$ cat src/rtl/sqrt_iter_q824_pkg.sv
// Shared widths and Q8.24 constants for the iterative square-root unit.
package sqrt_iter_q824_pkg;

    localparam int unsigned WIDTH     = 32;
    localparam int unsigned FRAC_BITS = 24;
    localparam int unsigned RAD_W     = WIDTH + FRAC_BITS;
    localparam int unsigned ITER      = RAD_W / 2;
    localparam int unsigned REM_W     = ITER + 2;
    localparam int unsigned CNT_W     = 5;

    localparam logic [WIDTH-1:0] FP_ONE  = 32'h0100_0000;
    localparam logic [WIDTH-1:0] FP_TWO  = 32'h0200_0000;
    localparam logic [WIDTH-1:0] FP_HALF = 32'h0080_0000;

    // Result payload as seen by the consumer.
    typedef struct packed {
        logic [WIDTH-1:0] sqrt;
        logic             exact;
    } sqrt_result_t;

endpackage

$ cat src/rtl/sqrt_iter_q824_step.sv
// One radix-2 digit-by-digit square-root iteration (purely combinational).
module sqrt_iter_q824_step
    import sqrt_iter_q824_pkg::*;
(
    input  logic [REM_W-1:0] rem,
    input  logic [ITER-1:0]  root,
    input  logic [1:0]       bits,
    output logic [REM_W-1:0] rem_next,
    output logic [ITER-1:0]  root_next
);

    logic [REM_W+1:0] rem_sh;
    logic [REM_W+1:0] trial;
    logic             ge;

    // Compare at full shifted width; the remainder bound keeps the result in REM_W bits.
    always_comb begin
        rem_sh    = {rem, bits};
        trial     = {2'b00, root, 2'b01};
        ge        = (rem_sh >= trial);
        rem_next  = REM_W'(ge ? (rem_sh - trial) : rem_sh);
        root_next = {root[ITER-2:0], ge};
    end

endmodule

$ cat src/rtl/sqrt_iter_q824.sv
// Iterative Q8.24 square root with valid/ready on both sides, one root bit per cycle.
module sqrt_iter_q824
    import sqrt_iter_q824_pkg::*;
(
    input  logic             clk,
    input  logic             rst,
    input  logic             in_valid,
    output logic             in_ready,
    input  logic [WIDTH-1:0] in_x,
    output logic             out_valid,
    input  logic             out_ready,
    output logic [WIDTH-1:0] out_sqrt,
    output logic             out_exact
);

    localparam logic [1:0] IDLE = 2'd0;
    localparam logic [1:0] BUSY = 2'd1;
    localparam logic [1:0] DONE = 2'd2;

    localparam logic [CNT_W-1:0] LAST_CNT = CNT_W'(ITER - 1);

    logic [1:0]       state_q;
    logic [1:0]       state_d;
    logic             load;
    logic             step_en;
    logic             finish;

    logic [RAD_W-1:0] rad_q;
    logic [REM_W-1:0] rem_q;
    logic [ITER-1:0]  root_q;
    logic [CNT_W-1:0] cnt_q;
    logic [REM_W-1:0] rem_n;
    logic [ITER-1:0]  root_n;

    sqrt_iter_q824_step u_step (
        .rem       (rem_q),
        .root      (root_q),
        .bits      (rad_q[RAD_W-1:RAD_W-2]),
        .rem_next  (rem_n),
        .root_next (root_n)
    );

    always_ff @(posedge clk) begin
        if (rst) begin
            state_q <= IDLE;
        end else begin
            state_q <= state_d;
        end
    end

    always_comb begin
        state_d = state_q;
        load    = 1'b0;
        step_en = 1'b0;
        finish  = 1'b0;
        case (state_q)
            IDLE: begin
                if (in_valid) begin
                    state_d = BUSY;
                    load    = 1'b1;
                end
            end
            BUSY: begin
                step_en = 1'b1;
                if (cnt_q == LAST_CNT) begin
                    state_d = DONE;
                    finish  = 1'b1;
                end
            end
            DONE: begin
                if (out_ready) begin
                    state_d = IDLE;
                end
            end
            default: state_d = IDLE;
        endcase
    end

    // Radicand shifts out two MSBs per iteration into the step logic.
    always_ff @(posedge clk) begin
        if (rst) begin
            rad_q  <= '0;
            rem_q  <= '0;
            root_q <= '0;
            cnt_q  <= '0;
        end else if (load) begin
            rad_q  <= {in_x, FRAC_BITS'(0)};
            rem_q  <= '0;
            root_q <= '0;
            cnt_q  <= '0;
        end else if (step_en) begin
            rad_q  <= {rad_q[RAD_W-3:0], 2'b00};
            rem_q  <= rem_n;
            root_q <= root_n;
            cnt_q  <= cnt_q + CNT_W'(1);
        end
    end

    // Result is captured once on the final iteration and held through backpressure.
    always_ff @(posedge clk) begin
        if (rst) begin
            in_ready  <= 1'b1;
            out_valid <= 1'b0;
            out_sqrt  <= '0;
            out_exact <= 1'b0;
        end else begin
            in_ready  <= (state_d == IDLE);
            out_valid <= (state_d == DONE);
            if (finish) begin
                out_sqrt  <= {{(WIDTH - ITER){1'b0}}, root_n};
                out_exact <= (rem_n == '0);
            end
        end
    end

endmodule

$ cat config.mk
export PLATFORM = sky130hd
export DESIGN_NAME = sqrt_iter_q824
export DESIGN_NICKNAME = d
export VERILOG_FILES = /design/src/rtl/sqrt_iter_q824_pkg.sv /design/src/rtl/sqrt_iter_q824_step.sv /design/src/rtl/sqrt_iter_q824.sv
export SDC_FILE = /design/constraint.sdc
export NUM_CORES = 1
export LEC_CHECK = 0
export ABC_AREA = 1
export BUFFER_PORTS_ARGS = -buffer_cell sky130_fd_sc_hd__clkbuf_2
export CELL_PAD_IN_SITES_DETAIL_PLACEMENT = 0
export CELL_PAD_IN_SITES_GLOBAL_PLACEMENT = 1
export CORE_MARGIN = 3
export CORE_UTILIZATION = 46
export CTS_CLUSTER_DIAMETER = 200
export DETAILED_ROUTE_END_ITERATION = 8
export PLACE_DENSITY_LB_ADDON = 0.3
export SETUP_SLACK_MARGIN = 0.15
export SYNTH_ARGS = -nofsm -noshare
export SYNTH_HDL_FRONTEND = slang
export SYNTH_SLANG_ARGS = --single-unit
$ cat constraint.sdc
create_clock -name clk -period 4.3 [get_ports clk]
set_clock_uncertainty 0.05 [all_clocks]
set_input_delay 1.29 -clock clk [delete_from_list [all_inputs] [get_ports clk]]
set_output_delay 1.29 -clock clk [all_outputs]
set_load 0.01 [all_outputs]
; ---- Yosys cells after proc, flatten, opt, wreduce, memory -nomap -nowiden
; Cells that the tools add are included.
[classes]
addsub = 2
multipliers = 0
n_div = 0
order_cmp = 1
n_eq_ne = 4
shift = 0
n_mux = 12
bitwise = 0
n_reduce_logical = 5
[ops]
columns = cell, n
row1 = 56-bit two-way mux, 2
row2 = 32-bit by 30-bit greater-or-equal comparator with 1-bit output, 1
row3 = 30-bit zero test, 1
row4 = 30-bit two-way mux, 1
row5 = 30-bit subtractor, 1
row6 = 2-bit two-way mux, 3
row7 = 2-bit one-hot mux with 3 select lines, 1
row8 = "5-bit by 1-bit adder with 5-bit output, second input constant", 1
row9 = "5-bit == test, second input constant", 1
row10 = 1-bit two-way mux, 5
row11 = "2-bit == test, second input constant", 2
row12 = 2-bit zero test, 2
row13 = "2-bit by 1-bit == test with 1-bit output, second input constant", 1
row14 = 2-bit nonzero test, 1
row15 = 2-bit OR reduction, 1
[word_totals]
register_bits = 128
latch_bits = 0
ram_bits = 0
romBits = 0
input_bits = 36
output_inout_bits = 35
wordCells = 33
mem_count = 0

; ---- Logic depth before layout (Yosys ltp)
[logic_depth]
depth_word = 4
ltp_mapped = 21
mapped_depth_nobuf = 21

; ---- Cells and area by module
; A second synthesis with hierarchy kept.
[unflattened]
cells_unflattened = 1310
area_unflattened_um2 = 7911.3
[by_module_without_submodules]
columns = module, instances, cells_each, area_per_inst_um2
row1 = sqrt_iter_q824, 1, 680, 4933.5
row2 = sqrt_iter_q824_step, 1, 630, 2977.9

; ---- Worst setup path before layout
; No wires, ideal clock.
[synth_path]
path_type = input to register
from = in in_valid
to = reg rem_q[19]
setup_ns = 0.057
arrival_ns = 2.512
setup_slack_ns = 1.681
path_stages = 8
path_buffers = 1
path_cell_list = nand3_1 > clkinv_1 > nor2_1 > inv_2 > clkbuf_1 > nor2_1 > o21ai_0 > inv_1
[synth_between]
elab_chain_cells = 3
[synth_rtl]
columns = item, line
row1 = "start, declared", sqrt_iter_q824.sv:7  ; input logic in_valid,
row2 = 1-bit two-way mux, sqrt_iter_q824.sv:58  ; if (in_valid) begin
row3 = 1-bit two-way mux, sqrt_iter_q824.sv:56  ; case (state_q)
row4 = 2-bit OR reduction (no source line), --
row5 = "end signal, assigned", sqrt_iter_q824.sv:93  ; rem_q <= rem_n;
row6 = "end, declared", sqrt_iter_q824.sv:29  ; logic [REM_W-1:0] rem_q;
; No other way between the ends.
; A chain may end at the register's enable or synchronous reset.

; ---- Final worst setup path
[layout_path]
from = reg root_q[23]
to = reg out_exact
[layout_between]
elab_chain_cells = 3
elab_cells_between_ends = 4
cone_classes = add/sub (1) / order compare (1) / mux (1) / reduce/logical (1)
[layout_rtl]
columns = item, line
row1 = "start, declared", sqrt_iter_q824.sv:30  ; logic [ITER-1:0] root_q;
row2 = "start signal, assigned", sqrt_iter_q824.sv:94  ; root_q <= root_n;
row3 = 30-bit subtractor or 32-bit by 30-bit greater-or-equal comparator with 1-bit output (tied branches), "sqrt_iter_q824_step.sv:21, sqrt_iter_q824_step.sv:20"
row4 = 30-bit two-way mux *, sqrt_iter_q824_step.sv:21  ; rem_next = REM_W'(ge ? (rem_sh - trial) : rem_sh);
row5 = 30-bit zero test *, sqrt_iter_q824.sv:111  ; out_exact <= (rem_n == '0);
row6 = "end signal, assigned", sqrt_iter_q824.sv:111
row7 = "end, declared", sqrt_iter_q824.sv:13  ; output logic out_exact
; Every way passes the cells marked *; elsewhere a longest branch is shown, timed or not.

==> results.cfg <==
[outcome]
status = finished, final reports clean

[logic_synthesis]
synth_cell_types = 43
yosys_most_used_dff = dfxtp_1
synthCells = 1161
synth_area_sq_mm = 0.007553
ys_ff_latch = 128
async_flop_share_pct = 0
syn_area_per_cell_sq_um = 6.506
yosysSeqAreaShare_pct = 33.92
synth_edf_count = 0
ys_warn_count = 0

[clock_network]
cts_buffer_depth = 2
htree_levels = 4
numCtsBuffers = 17
cts_sinks = 128
cts.repair.resized = 0
cts_setup_buffers = 0
clk_latency_ns = 0.41
hold_buffers = 0
root_buffer = clkbuf_16
path_clk_slew_ns = 0.05
cts_tree = yes

[setup_path]
crit_path_end_kind = register
reg2reg_to = out_exact$_SDFFE_PP0P_
crit_arrival_ns = 3.43
reg2regPathDepth = 15
worstSetupPathType = reg2reg
crit_fanout = 34
r2r-start = root_q[23]$_SDFFE_PP0P_
cp.required_ns = 4.59
rrSetupSlack_ns = 1.16
start_kind = register

[layout]
area_growth_pct = 13.25
drive_gt1_share_pct = 10.93
mostFrequentLayoutCells = nand2_1 (333), inv_1 (165), dfxtp_1 (128)
final_nets = 1271
antenna_cells = 0
final_common_cell = nand2_1
finalNonFillerCells = 1433
fin_util_pct = 53.46

[placement]
gp_congestion = 0.9700
pre_cts_ws_ns = 1.253
io_buffers = 66
dpl.cell_count = 1401
dpl.hpwl_mm = 15.78

[timing]
final_max_slew_viol_count = 0
timing.fmax_ghz = 0.3184
setup_viol = 0
setup_ws_ns = 1.160
tns_ns = 0
finalHoldViolCount = 0
fin_crit_sh_pct = 73.03
period_needed_ns = 3.140
rsz0062_at_grt = no
worst_pin_slew_ns = 1.099
slew_headroom_pct = 26.75

[die]
rows = 46
die_h_um = 134.1
dieWidth_um = 134.1
coreArea_sq_mm = 0.01600
initial_utilization_pct = 47.21
ioPinCount = 71
die_area_sq_mm = 0.01799

[global_route]
grt_max_degree = 108
grt_usage_pct = 23.95
first_global_vias = 6854
grt_pass1_wl_mm = 34.66
antenna_found_initial = 0
overflow = 0

[min_path]
hold_path_end = root_q[1]$_SDFFE_PP0P_
hold_class = reg2reg
hp-start = root_q[0]$_SDFFE_PP0P_
hold_depth = 2

[pwr]
netSwitchingFraction_pct = 38.38
combPwrFrac_pct = 35.7
leakage_nw = 4.220
powerDensity_mw_per_mm2 = 481.7
switchingPower_mw = 1.582
power_mw = 4.121
seq_power_share_pct = 31.3
p_clk_share_pct = 33.1
ir_worst_vdd_uv = 286.4
p_int_mw = 2.539

[route]
vias_per_cell = 5.104
drt-initial-drc-count = 549
ant_nets = 0
vias = 7314
remaining_drc_errors = 0
wirelength_mm = 21.07
wl_per_cell_um = 14.70
first_pass_iters = 5

[run]
maxCapViolCount = 0
sequential cells by signal (all words and copies together), names as in the netlist:
name / cells
rad_q: 32
rem_q: 30
out_sqrt: 28
root_q: 28
cnt_q: 5
state_q: 2
in_ready: 1
out_exact: 1
out_valid: 1
power groups by stage:
stage	Clock, mW	Combinational (mW)	Sequential, mW
after floorplan	0	1.15	1.30
after global placement	0	1.45	1.31
after detailed placement	0	1.44	1.31
after CTS	1.39	1.45	1.29
after global routing	1.45	1.67	1.30
final	1.36	1.47	1.29
layer usage:
metal | up-vias | part of all wire [%] | GRT usage (%)
met5 | - | 0 | 0
met4 | 0 | 1.1 | 5.204
met3 | 20 | 6.0 | 5.514
met2 | 185 | 43 | 35.57
met1 | 3294 | 50 | 35.51
li1 | 3815 | - | -
layout make-up:
cell class,instances,area (sq um)
clock buffers,21,460.4
flip-flops and latches,128,2562
well taps,216,270.3
inverters,172,645.6
repair buffers,74,390.4
clock inverters,11,106.4
fillers,1693,7446
multi-input cells,811,4119
synth_stat cells (3+ instances only):
master    number  area share [%]
dfxtp_1      128              34
xnor2_1        7            0.81
o21ai_0       50             3.3
nor3_1         6            0.40
a211oi_1      27             2.7
buf_1          4            0.20
o211ai_1      19             1.9
nor2_2         4            0.33
nand2_2        5            0.41
inv_1        165             8.2
clkbuf_1      39             1.9
nand3_1       58             3.8
ha_1          31             5.1
a21oi_1       82             5.4
and2_1         3            0.25
buf_6          3            0.45
nand3b_1      14             1.4
inv_2          6            0.30
nor2_4         3            0.45
nand4_1        8            0.66
nand2_1      333              17
buf_4          5            0.50
xor2_1         6            0.70
o22ai_1       30             2.5
nor2_1       102             5.1
worst max-delay path, stage by stage, from the launching register on:
cell     delay, ns
dfxtp_1       0.35
inv_1         0.10
ha_1          0.38
a21oi_1       0.27
o21ai_0       0.14
nand2_1       0.07
nand2_1       0.08
a21oi_4       0.49
nand2_8       0.26
inv_2         0.27
nand2_1       0.09
nand2_1       0.12
nand3_1       0.09
nor2_1        0.09
nand3_1       0.07
a21oi_1       0.12
per-stage QoR:
step,cell area (sq um),hold WS (ns)
2_1_floorplan,7565,0.3909
3_3_place_gp,7988,0.4043
3_5_place_dp,7988,0.4016
4_1_cts,8554,0.4099
5_1_grt,8554,0.4436
6_report,8554,0.4095
worst max path at each step:
stage	cells past startpoint	endpoint	start
2_1_floorplan	8	rem_q[19]$_SDFFE_PP0P_	in_valid
3_3_place_gp	19	out_exact$_SDFFE_PP0P_	root_q[17]$_SDFFE_PP0P_
3_5_place_dp	17	out_exact$_SDFFE_PP0P_	root_q[17]$_SDFFE_PP0P_
4_1_cts	17	out_exact$_SDFFE_PP0P_	root_q[17]$_SDFFE_PP0P_
5_1_grt	19	out_exact$_SDFFE_PP0P_	root_q[17]$_SDFFE_PP0P_
6_report	15	out_exact$_SDFFE_PP0P_	root_q[23]$_SDFFE_PP0P_
cells by family after synthesis:
logic type | after synthesis | synth area share [%]
buffers and inverters | 225 | 11.89
AOI/OAI and AO/OA | 217 | 16.93
xor gates and xnor gates | 13 | 1.507
and+or+nand+nor | 546 | 30.56
adders and majority gates | 31 | 5.135
other | 1 | 0.04965
DFF | 128 | 33.92
Note: power is estimated with default switching activity, not from simulation.
